**src/rtl/alu_share_if.sv**
```systemverilog
// Request/response bundle between the two ALU requesters and alu_share_ctrl.
// Handshake: a transfer occurs on a rising edge where valid and ready are both 1;
// the source holds valid and its payload stable until that edge and never waits on ready.
interface alu_share_if #(
    parameter int WIDTH = 64
);
    logic [1:0]       req_valid;
    logic [1:0]       req_ready;
    logic [1:0]       req_op0;
    logic [1:0]       req_op1;
    logic [WIDTH-1:0] req_a0;
    logic [WIDTH-1:0] req_a1;
    logic [WIDTH-1:0] req_b0;
    logic [WIDTH-1:0] req_b1;
    logic [1:0]       req_setcc;
    logic             rsp_valid;
    logic             rsp_ready;
    logic             rsp_id;
    logic [WIDTH-1:0] rsp_y;
    logic             rsp_zf;
    logic             rsp_sf;
    logic             rsp_of;

    modport master (
        output req_valid, req_op0, req_op1, req_a0, req_a1, req_b0, req_b1, req_setcc,
        output rsp_ready,
        input  req_ready,
        input  rsp_valid, rsp_id, rsp_y, rsp_zf, rsp_sf, rsp_of
    );

    modport slave (
        input  req_valid, req_op0, req_op1, req_a0, req_a1, req_b0, req_b1, req_setcc,
        input  rsp_ready,
        output req_ready,
        output rsp_valid, rsp_id, rsp_y, rsp_zf, rsp_sf, rsp_of
    );
endinterface

```
**src/rtl/alu_share_ctrl.sv**
```systemverilog
// Round-robin sequencer sharing one combinational ALU between two requesters;
// registers the result with ZF/SF/OF and maintains the architectural condition codes.
module alu_share_ctrl #(
    parameter int WIDTH = 64
) (
    input  logic             clk,
    input  logic             rst,
    alu_share_if.slave       bus,
    output logic [1:0]       alu_s,
    output logic [WIDTH-1:0] alu_a,
    output logic [WIDTH-1:0] alu_b,
    input  logic [WIDTH-1:0] alu_y,
    input  logic             alu_of,
    output logic [2:0]       cc,
    output logic [1:0]       dbg_state
);
    typedef enum logic [1:0] {IDLE = 2'd0, EXEC = 2'd1, RESP = 2'd2} state_t;

    state_t           state, state_nx;
    logic             prio;
    logic             grant;
    logic             any_valid;
    logic [1:0]       op_q;
    logic [WIDTH-1:0] a_q;
    logic [WIDTH-1:0] b_q;
    logic             setcc_q;
    logic             id_q;
    logic             rsp_id_q;
    logic [WIDTH-1:0] rsp_y_q;
    logic             rsp_zf_q, rsp_sf_q, rsp_of_q;

    assign any_valid = |bus.req_valid;
    // On a tie the requester not served last wins; otherwise the lone requester.
    assign grant     = (bus.req_valid == 2'b11) ? prio : bus.req_valid[1];

    always_comb begin
        state_nx      = state;
        bus.req_ready = 2'b00;
        case (state)
            IDLE: begin
                if (any_valid && !rst) begin
                    bus.req_ready[grant] = 1'b1;
                    state_nx             = EXEC;
                end
            end
            EXEC:    state_nx = RESP;
            RESP:    if (bus.rsp_ready) state_nx = IDLE;
            default: state_nx = IDLE;
        endcase
    end

    always_ff @(posedge clk) begin
        if (rst) begin
            state    <= IDLE;
            prio     <= 1'b0;
            op_q     <= 2'b00;
            a_q      <= '0;
            b_q      <= '0;
            setcc_q  <= 1'b0;
            id_q     <= 1'b0;
            rsp_id_q <= 1'b0;
            rsp_y_q  <= '0;
            rsp_zf_q <= 1'b0;
            rsp_sf_q <= 1'b0;
            rsp_of_q <= 1'b0;
            cc       <= 3'b100;
        end else begin
            state <= state_nx;
            case (state)
                IDLE: begin
                    if (any_valid) begin
                        id_q    <= grant;
                        op_q    <= grant ? bus.req_op1 : bus.req_op0;
                        a_q     <= grant ? bus.req_a1 : bus.req_a0;
                        b_q     <= grant ? bus.req_b1 : bus.req_b0;
                        setcc_q <= bus.req_setcc[grant];
                    end
                end
                EXEC: begin
                    rsp_id_q <= id_q;
                    rsp_y_q  <= alu_y;
                    rsp_zf_q <= (alu_y == '0);
                    rsp_sf_q <= alu_y[WIDTH-1];
                    // Logic ops (S[1]=1) never overflow, whatever the ALU reports.
                    rsp_of_q <= op_q[1] ? 1'b0 : alu_of;
                end
                RESP: begin
                    if (bus.rsp_ready) begin
                        if (setcc_q) cc <= {rsp_zf_q, rsp_sf_q, rsp_of_q};
                        prio <= ~rsp_id_q;
                    end
                end
                default: ;
            endcase
        end
    end

    assign alu_s         = op_q;
    assign alu_a         = a_q;
    assign alu_b         = b_q;
    assign bus.rsp_valid = (state == RESP);
    assign bus.rsp_id    = rsp_id_q;
    assign bus.rsp_y     = rsp_y_q;
    assign bus.rsp_zf    = rsp_zf_q;
    assign bus.rsp_sf    = rsp_sf_q;
    assign bus.rsp_of    = rsp_of_q;
    assign dbg_state     = state;
endmodule

```
**src/flat_wrapper.sv**
```systemverilog
// flat-port wrapper written by rule: the top's interface ports become plain ports
module alu_share_ctrl_flat 
#(
    parameter int WIDTH = 64
)
  (clk, rst, alu_s, alu_a, alu_b, alu_y, alu_of, cc, dbg_state, bus_req_valid, bus_req_op0, bus_req_op1, bus_req_a0, bus_req_a1, bus_req_b0, bus_req_b1, bus_req_setcc, bus_rsp_ready, bus_req_ready, bus_rsp_valid, bus_rsp_id, bus_rsp_y, bus_rsp_zf, bus_rsp_sf, bus_rsp_of);
  alu_share_if #(.WIDTH(WIDTH)) bus_i ();
  input  logic clk;
  input  logic rst;
  output logic [1:0] alu_s;
  output logic [WIDTH-1:0] alu_a;
  output logic [WIDTH-1:0] alu_b;
  input  logic [WIDTH-1:0] alu_y;
  input  logic alu_of;
  output logic [2:0] cc;
  output logic [1:0] dbg_state;
  input wire logic [$bits(bus_i.req_valid)-1:0] bus_req_valid;
  input wire logic [$bits(bus_i.req_op0)-1:0] bus_req_op0;
  input wire logic [$bits(bus_i.req_op1)-1:0] bus_req_op1;
  input wire logic [$bits(bus_i.req_a0)-1:0] bus_req_a0;
  input wire logic [$bits(bus_i.req_a1)-1:0] bus_req_a1;
  input wire logic [$bits(bus_i.req_b0)-1:0] bus_req_b0;
  input wire logic [$bits(bus_i.req_b1)-1:0] bus_req_b1;
  input wire logic [$bits(bus_i.req_setcc)-1:0] bus_req_setcc;
  input wire logic [$bits(bus_i.rsp_ready)-1:0] bus_rsp_ready;
  output wire logic [$bits(bus_i.req_ready)-1:0] bus_req_ready;
  output wire logic [$bits(bus_i.rsp_valid)-1:0] bus_rsp_valid;
  output wire logic [$bits(bus_i.rsp_id)-1:0] bus_rsp_id;
  output wire logic [$bits(bus_i.rsp_y)-1:0] bus_rsp_y;
  output wire logic [$bits(bus_i.rsp_zf)-1:0] bus_rsp_zf;
  output wire logic [$bits(bus_i.rsp_sf)-1:0] bus_rsp_sf;
  output wire logic [$bits(bus_i.rsp_of)-1:0] bus_rsp_of;
  assign bus_i.req_valid = bus_req_valid;
  assign bus_i.req_op0 = bus_req_op0;
  assign bus_i.req_op1 = bus_req_op1;
  assign bus_i.req_a0 = bus_req_a0;
  assign bus_i.req_a1 = bus_req_a1;
  assign bus_i.req_b0 = bus_req_b0;
  assign bus_i.req_b1 = bus_req_b1;
  assign bus_i.req_setcc = bus_req_setcc;
  assign bus_i.rsp_ready = bus_rsp_ready;
  assign bus_req_ready = bus_i.req_ready;
  assign bus_rsp_valid = bus_i.rsp_valid;
  assign bus_rsp_id = bus_i.rsp_id;
  assign bus_rsp_y = bus_i.rsp_y;
  assign bus_rsp_zf = bus_i.rsp_zf;
  assign bus_rsp_sf = bus_i.rsp_sf;
  assign bus_rsp_of = bus_i.rsp_of;
  alu_share_ctrl #(.WIDTH(WIDTH)) u_core (.clk(clk), .rst(rst), .bus(bus_i), .alu_s(alu_s), .alu_a(alu_a), .alu_b(alu_b), .alu_y(alu_y), .alu_of(alu_of), .cc(cc), .dbg_state(dbg_state));
endmodule
```
**config.mk**
```make
export PLATFORM = sky130hd
export DESIGN_NAME = alu_share_ctrl_flat
export DESIGN_NICKNAME = d
export VERILOG_FILES = /design/src/rtl/alu_share_if.sv /design/src/rtl/alu_share_ctrl.sv /design/src/flat_wrapper.sv
export SDC_FILE = /design/constraint.sdc
export NUM_CORES = 1
export LEC_CHECK = 0
export BUFFER_PORTS_ARGS = -buffer_cell sky130_fd_sc_hd__buf_4
export CAP_MARGIN = 15
export CORE_AREA = 2 2 212 214
export CTS_BUF_LIST = sky130_fd_sc_hd__clkbuf_16
export CTS_CLUSTER_SIZE = 16
export DETAILED_ROUTE_END_ITERATION = 6
export DIE_AREA = 0 0 214 216
export PLACE_DENSITY = 0.41
export SLEW_MARGIN = 20
export SYNTH_ARGS = -nofsm -noshare
export SYNTH_HDL_FRONTEND = slang
export SYNTH_SLANG_ARGS = --single-unit
```
**constraint.sdc**
```tcl
create_clock -name clk -period 1.4 [get_ports clk]
set_clock_uncertainty 0.05 [all_clocks]
set_input_delay 0.21 -clock clk [delete_from_list [all_inputs] [get_ports clk]]
set_output_delay 0.21 -clock clk [all_outputs]
set_load 0.05 [all_outputs]
```
==> flow_summary.yaml, run 1 <==
worst_setup_path:
  startpoint_type: "flip-flop"
  worst-path-max-fanout: 3
  rr_startpoint: "u_core.prio$_SDFFE_PP0P_"
  cp-end-kind: "output port"
  critPathLaunch: "u_core.prio$_SDFFE_PP0P_"
  crit_required_ps: 1140
  path_class: "flip-flop to output port"
  arrival_ps: 1640
min_path:
  hp-class: "input pin to flip-flop"
  hold_path.startpoint: "bus_req_a1[45]"
grt:
  grt_pass1_vias: 11100
  grt_usage: 0.185
  grtUsageMet3: 0.0403
  grt.met2_usage: 0.336
  grt_busiest_layer: "met2"
  antenna_found_initial: 0
  grt_use_met1: 0.213
  grt_pass1_wl_mm: 67.0
  grt_max_degree: 59
  grt.overflow.total: 0
floorplanning:
  rows: 77
  die_h_um: 216
  die_x_um: 214
  die_area_mm2: 0.0462
  initial_core_util: 0.201
  ioPinCount: 538
  core_mm2: 0.0438
run:
  max-cap-violations: 0
sta:
  finalWorstSetupSlack_ps: -504
  tightestPinTransition_ps: 368
  fin_crit_sh: 1.36
  slew_headroom: 0.755
  max_freq_mhz: 525
  final.min_clock_period_ps: 1900
  drv_slew: 0
  finalSetupViolCount: 136
  hold_viol: 0
  rsz0062_at_grt: "yes"
finish:
  antennaDiodeCount: 0
  drive_gt1_frac: 0.510
  area_delta_synth_final_pct: 130
  layout.nets: 2156
  final_design_area_no_fill_mm2: 0.0203
place:
  pre_cts_ws_ps: -271
  place_congestion: 0.831
  portBuffers: 537
  placed_cell_area_mm2: 0.0140
  dpl.hpwl_mm: 29.6
logic_synthesis:
  ys_seq_area_frac: 0.465
  ys_ff_latch: 205
  netlist_instances: 929
  syn_area_mm2: 0.00883
  ys_types: 27
  syn-num-nets: 1261
  yosys_warnings: 0
  avgSynthCellArea_um2: 9.50
clock_tree:
  clk_path_buf_depth: 3
  worst_skew_pair.late_latency_ps: 540
  clock-root-buffer: "clkbuf_16"
  cts_tree: "yes"
  h-tree-depth: 1
  cts_sinks: 205
  cts_made_buffers: 27
  path_clk_slew_ps: 60
pwr:
  powerDensity_mw_per_mm2: 1110
  ir_drop_uv: 729
  power.leakage_nw: 8.90
route:
  drt-total-wl_mm: 46.0
  remaining_drc_errors: 0
  wl_per_cell_um: 18.9
  via_per_inst: 4.34
  drtPass1Iterations: 4
  dr.first_iter.drc_count: 394
  ant_nets: 0
  vias: 10600
status:
  status: "finished, violations left"
  violations: "setup timing"
## critical path, stage by stage (launching register included)
cell and delay, ps:
dfxtp_2 330, o21ai_4 170, buf_4 140, buf_8 130
and3_4 190, buf_8 150
## synthesized netlist by cell type (all sizes together)
library cell | n | area (µm²)
a21oi | 68 | 340
nor4 | 16 | 100
dfxtp | 205 | 4100
buf | 53 | 352
and4 | 1 | 8.76
o21ai | 2 | 10.0
mux2i | 134 | 1340
nand3b | 2 | 15.0
and3 | 1 | 6.26
o41ai | 1 | 8.76
nor2b | 2 | 12.5
a211oi | 131 | 1330
clkbuf | 30 | 113
inv | 2 | 7.51
nand4 | 2 | 12.5
nor3 | 2 | 10.0
a31o | 1 | 8.76
nand2 | 132 | 495
o21a | 1 | 7.51
nand2b | 2 | 12.5
nor2 | 137 | 514
nand3 | 4 | 20.0
## stage by stage
step,hold WS [ps],std cells,setup TNS [ps],utilization,total power [mW]
finish,6.54,2434,-27610,0.463,22.4
global route,8.85,2434,-36790,0.463,23.4
CTS,0.0308,2430,-30580,0.449,22.4
detailed placement,397,2046,-8810,0.320,13.4
global placement,394,2046,-7220,0.320,13.4
floorplan,296,929,-239,-,10.8
## registers in the layout, indices dropped and copies added (netlist names)
register	count
u_core.prio	1
u_core.bus.rsp_of	1
u_core.alu_s	2
u_core.alu_b	64
u_core.setcc_q	1
u_core.bus.rsp_y	63
u_core.bus.rsp_id	1
u_core.dbg_state	2
u_core.id_q	1
u_core.cc	3
u_core.bus.rsp_zf	1
u_core.alu_a	64
u_core.bus.rsp_sf	1
## per-layer routing
layer	up-vias	wire length [µm]
li1	5092	-
met5	-	0
met2	415	23400
met1	4954	17900
met4	0	1710
met3	94	2980
## kinds of logic (layout without fill, tap and decap cells)
group,after synthesis,after routing,share of synthesized area
AND/OR/NAND/NOR,301,301,0.137
flip-flops,205,205,0.465
AO/OA/AOI/OAI,204,204,0.193
multiplexers,134,134,0.152
buffers and inverters,85,998,0.0534
## cell type report
| class | count | area [µm²] |
|---|---|---|
| inverters | 2 | 7.51 |
| fillers | 4052 | 23500 |
| flip-flops and latches | 205 | 4150 |
| well taps | 592 | 741 |
| repair buffers | 949 | 9260 |
| clock inverters | 20 | 158 |
| clock buffers | 27 | 676 |
| multi-input cells | 639 | 5310 |
## worst paths after layout
| check | endpoint | slack [ps] | cells past startpoint |
|---|---|---|---|
| max | bus_req_ready[0] | -500 | 5 |
| min | u_core.alu_a[45]$_SDFFE_PP0P_ | 7 | 3 |
| max reg2reg | u_core.alu_a[58]$_SDFFE_PP0P_ | -300 | 8 |
| min reg2reg | u_core.bus.rsp_y[35]$_SDFFE_PP0N_ | 400 | 2 |
## report_power, final
part           leakage (nW)  total, mW  switching, mW  internal (mW)
sequential             1.70       6.89          0.431           6.46
combinational          6.78       8.86           4.78           4.08
clock                 0.416       6.67           2.67           4.00
## timing repair
| item | in CTS | in global routing |
|---|---|---|
| endpoints found under the setup margin | 141 | 180 |
| pin swaps | 37 | 35 |
| setup buffers | 37 | 10 |
| gates cloned | 20 | 5 |
| hold buffers | 280 | 2 |
| resized for setup | 258 | 133 |
| endpoints found under the hold margin | 181 | 2 |
## cells in the final DEF (no fill, tap or decap), drive strengths merged, types with 3 or more instances in the layout
master,Yosys,routed
nand3,4,4
nor2,137,137
nand2,132,132
dfxtp,205,205
clkinv,0,15
mux2i,134,134
buf,53,660
nor4,16,16
clkbuf,30,33
dlygate4sd3,0,281
a211oi,131,131
bufinv,0,3
inv,2,4
a21oi,68,68
Power figures use the tool's default switching activity.
==> run 2: changes to the inputs <==
--- a/config.mk
+++ b/config.mk
@@ -5,13 +5,14 @@
 export SDC_FILE = /design/constraint.sdc
 export NUM_CORES = 1
 export LEC_CHECK = 0
+export ABC_AREA = 1
 export BUFFER_PORTS_ARGS = -buffer_cell sky130_fd_sc_hd__buf_4
 export CAP_MARGIN = 15
-export CORE_AREA = 2 2 212 214
+export CORE_AREA = 2 2 208 210
 export CTS_BUF_LIST = sky130_fd_sc_hd__clkbuf_16
 export CTS_CLUSTER_SIZE = 16
 export DETAILED_ROUTE_END_ITERATION = 6
-export DIE_AREA = 0 0 214 216
+export DIE_AREA = 0 0 210 212
 export PLACE_DENSITY = 0.41
 export SLEW_MARGIN = 20
 export SYNTH_ARGS = -nofsm -noshare
==> flow_summary.yaml, run 2 <==
clock_tree:
  cts_made_buffers: 28
  ctsHoldBuffers: 328
  clk_path_buf_depth: 3
  cts_sinks: 205
  path_clk_slew_ps: 60
  h-tree-depth: 1
  worst_skew_pair.late_latency_ps: 560
  clock-root-buffer: "clkbuf_16"
  cts_tree: "yes"
logic_synthesis:
  ys_ff_latch: 205
  synth_common_cells: "nand2_1 (285), dfxtp_1 (205), o21ai_0 (176)"
  synth_xor_xnor_area_share: 0
  muxShareOfSynthArea: 0
  synth_top_family_by_area: "compound AO/OA/AOI/OAI gates"
  synthArstFlopShare: 0
  avgSynthCellArea_um2: 7.43
  synth-edff-count: 0
  ys_seq_area_frac: 0.496
  syn_area_mm2: 0.00827
  yosys_warnings: 0
  synthAdderAreaFrac: 0
  netlist_instances: 1114
  synth-compound-area-share: 0.232
  syn-num-nets: 1446
  yosys.area_share.simple: 0.207
  synth_top_area_share: 0.496
  synth-main-ff-cell: "dfxtp_1"
  yosys.area.top_type: "dfxtp_1"
  ys_types: 23
  yosysMostFrequentCell: "nand2_1"
  synth_area_leaders: "dfxtp_1 (50%), nand2_1 (13%), o21ai_0 (11%)"
sta:
  drv_slew: 0
  final.min_clock_period_ps: 1750
  slew_headroom: 0.794
  max_freq_mhz: 570
  hold_viol: 3
  finalSetupViolCount: 201
  finalWorstSetupSlack_ps: -354
  rsz0062_at_grt: "yes"
  fin_crit_sh: 1.25
  holdWs_ps: -177
  tightestPinTransition_ps: 308
worst_setup_path:
  worst-path-max-fanout: 4
  path_class: "flip-flop to output port"
  cp_slowest_stage_delay_ps: 330
  arrival_ps: 1490
  crit_required_ps: 1140
  cp-end-kind: "output port"
  critPathSlowestCell: "dfxtp_2"
  crit_chain: "inv_2 > a21oi_4 > buf_6 > nor3_4 > buf_6"
  startpoint_type: "flip-flop"
  cpMostUsedCell: "buf_6"
pwr:
  swShare: 0.361
  power.leakage_nw: 9.24
  power_switching_mw: 8.35
  combPwrFrac: 0.396
  seqPwrFrac: 0.304
  intPower_mw: 14.8
  clockPowerShare: 0.300
  ir_drop_uv: 751
  powerDensity_mw_per_mm2: 1120
grt:
  grt_pass1_wl_mm: 66.1
  grt_max_degree: 53
  grt_usage: 0.188
  grt_pass1_vias: 11600
  antenna_found_initial: 0
  grt.overflow.total: 0
floorplanning:
  die_area_mm2: 0.0445
  initial_core_util: 0.195
  die_h_um: 212
  ioPinCount: 538
  rows: 76
  die_x_um: 210
  core_mm2: 0.0425
finish:
  drive_gt1_frac: 0.463
  mostFrequentLayoutCells: "buf_4 (463), dlygate4sd3_1 (328), nand2_1 (221)"
  layout.nets: 2394
  final_util: 0.485
  area_delta_synth_final_pct: 149
  stdcell_count: 2630
  mostFrequentLayoutCell: "buf_4"
  antennaDiodeCount: 0
run:
  max-cap-violations: 0
route:
  vias: 11700
  wl_per_cell_um: 18.3
  drtPass1Iterations: 4
  met3WireLength_mm: 2.88
  drt-met1-wl_mm: 19.7
  routed-wl-met2_mm: 24.2
  via_per_inst: 4.45
  remaining_drc_errors: 0
  dr.max_layer_used: "met4"
  drt-total-wl_mm: 48.1
  dr.first_iter.drc_count: 571
  ant_nets: 0
min_path:
  hp-class: "input pin to flip-flop"
place:
  dp.cells: 2163
  dpl.hpwl_mm: 29.7
  place_congestion: 0.798
  portBuffers: 537
status:
  status: "finished, violations left"
  violations: "hold timing, setup timing"
## run 2: cell types whose count changed after synthesis, moves of 21 or more
cell	before	now
a31oi_1	0	131
o21ai_0	1	176
a211oi_1	62	0
mux2i_1	134	0
a21oi_1	68	15
nand2_1	132	285
o21ai_1	1	22
a211oi_2	69	0
## run 2: final cells by class
class / count / area (µm²)
Clock buffer: 29 / 726
Clock inverter: 23 / 145
Fill cell: 4037 / 21900
Inverter: 21 / 118
Multi-Input combinational cell: 794 / 4500
Sequential cell: 205 / 4170
Tap cell: 546 / 683
Timing Repair Buffer: 1010 / 10200
Timing Repair inverter: 2 / 22.5
## run 2: path summary, 6_finish.rpt
| check | startpoint | end | slack [ps] | cells after the start |
|---|---|---|---|---|
| setup / recovery | u_core.prio$_SDFFE_PP0P_ | bus_req_ready[0] | -350 | 5 |
| hold / removal | rst | u_core.bus.rsp_zf$_SDFFE_PP0N_ | -180 | 2 |
| setup reg to reg | u_core.prio$_SDFFE_PP0P_ | u_core.alu_b[31]$_SDFFE_PP0P_ | -260 | 10 |
| hold reg to reg | u_core.bus.rsp_id$_SDFFE_PP0N_ | u_core.prio$_SDFFE_PP0P_ | 400 | 1 |
## run 2: metal layers
| layer | global-route usage | up-vias |
|---|---|---|
| li1 | - | 5699 |
| met1 | 0.223 | 5541 |
| met2 | 0.336 | 382 |
| met3 | 0.0431 | 77 |
| met4 | 0.0589 | 0 |
| met5 | 0 | - |
## run 2: power groups by stage
| stage | registers, mW | logic (mW) | clock network, mW |
|---|---|---|---|
| after floorplan | 9.23 | 1.43 | 0 |
| after CTS | 6.91 | 7.88 | 7.12 |
| after global placement | 6.98 | 6.36 | 0 |
| final | 7.04 | 9.16 | 6.93 |
| after detailed placement | 6.99 | 6.38 | 0 |
| after global routing | 7.12 | 9.61 | 7.42 |
## run 2: what timing repair did
item,CTS,global route
buffers inserted,20,30
setup endpoints to repair,137,256
pin swaps,20,100
cloned,15,33
resized for setup,128,446
hold endpoints to repair,199,3
## run 2: cell families after synthesis
group                  count (synthesis)
AOI/OAI and AO/OA                    347
buffers and inverters                115
and+or+nand+nor                      447
DFF                                  205
## run 2: worst max-delay path, delay by kind of cell (launching register included)
kind	cells	cell delay, ps
AOI/OAI and AO/OA	1	240
buffers and inverters	3	340
DFF	1	330
and+or+nand+nor	1	30
## run 2: stage by stage
step | TNS, ps | hold WS, ps | power, mW | worst slack, ps | area [µm²]
CTS | -29990 | -209 | 21.9 | -394 | 18400
global route | -45370 | -193 | 24.2 | -426 | 20600
finish | -28760 | -177 | 23.1 | -354 | 20600
detailed placement | -2430 | 385 | 13.4 | -84.5 | 13300
global placement | -733 | 379 | 13.3 | -55.7 | 13300
floorplan | -172 | 222 | 10.7 | -114 | 8290
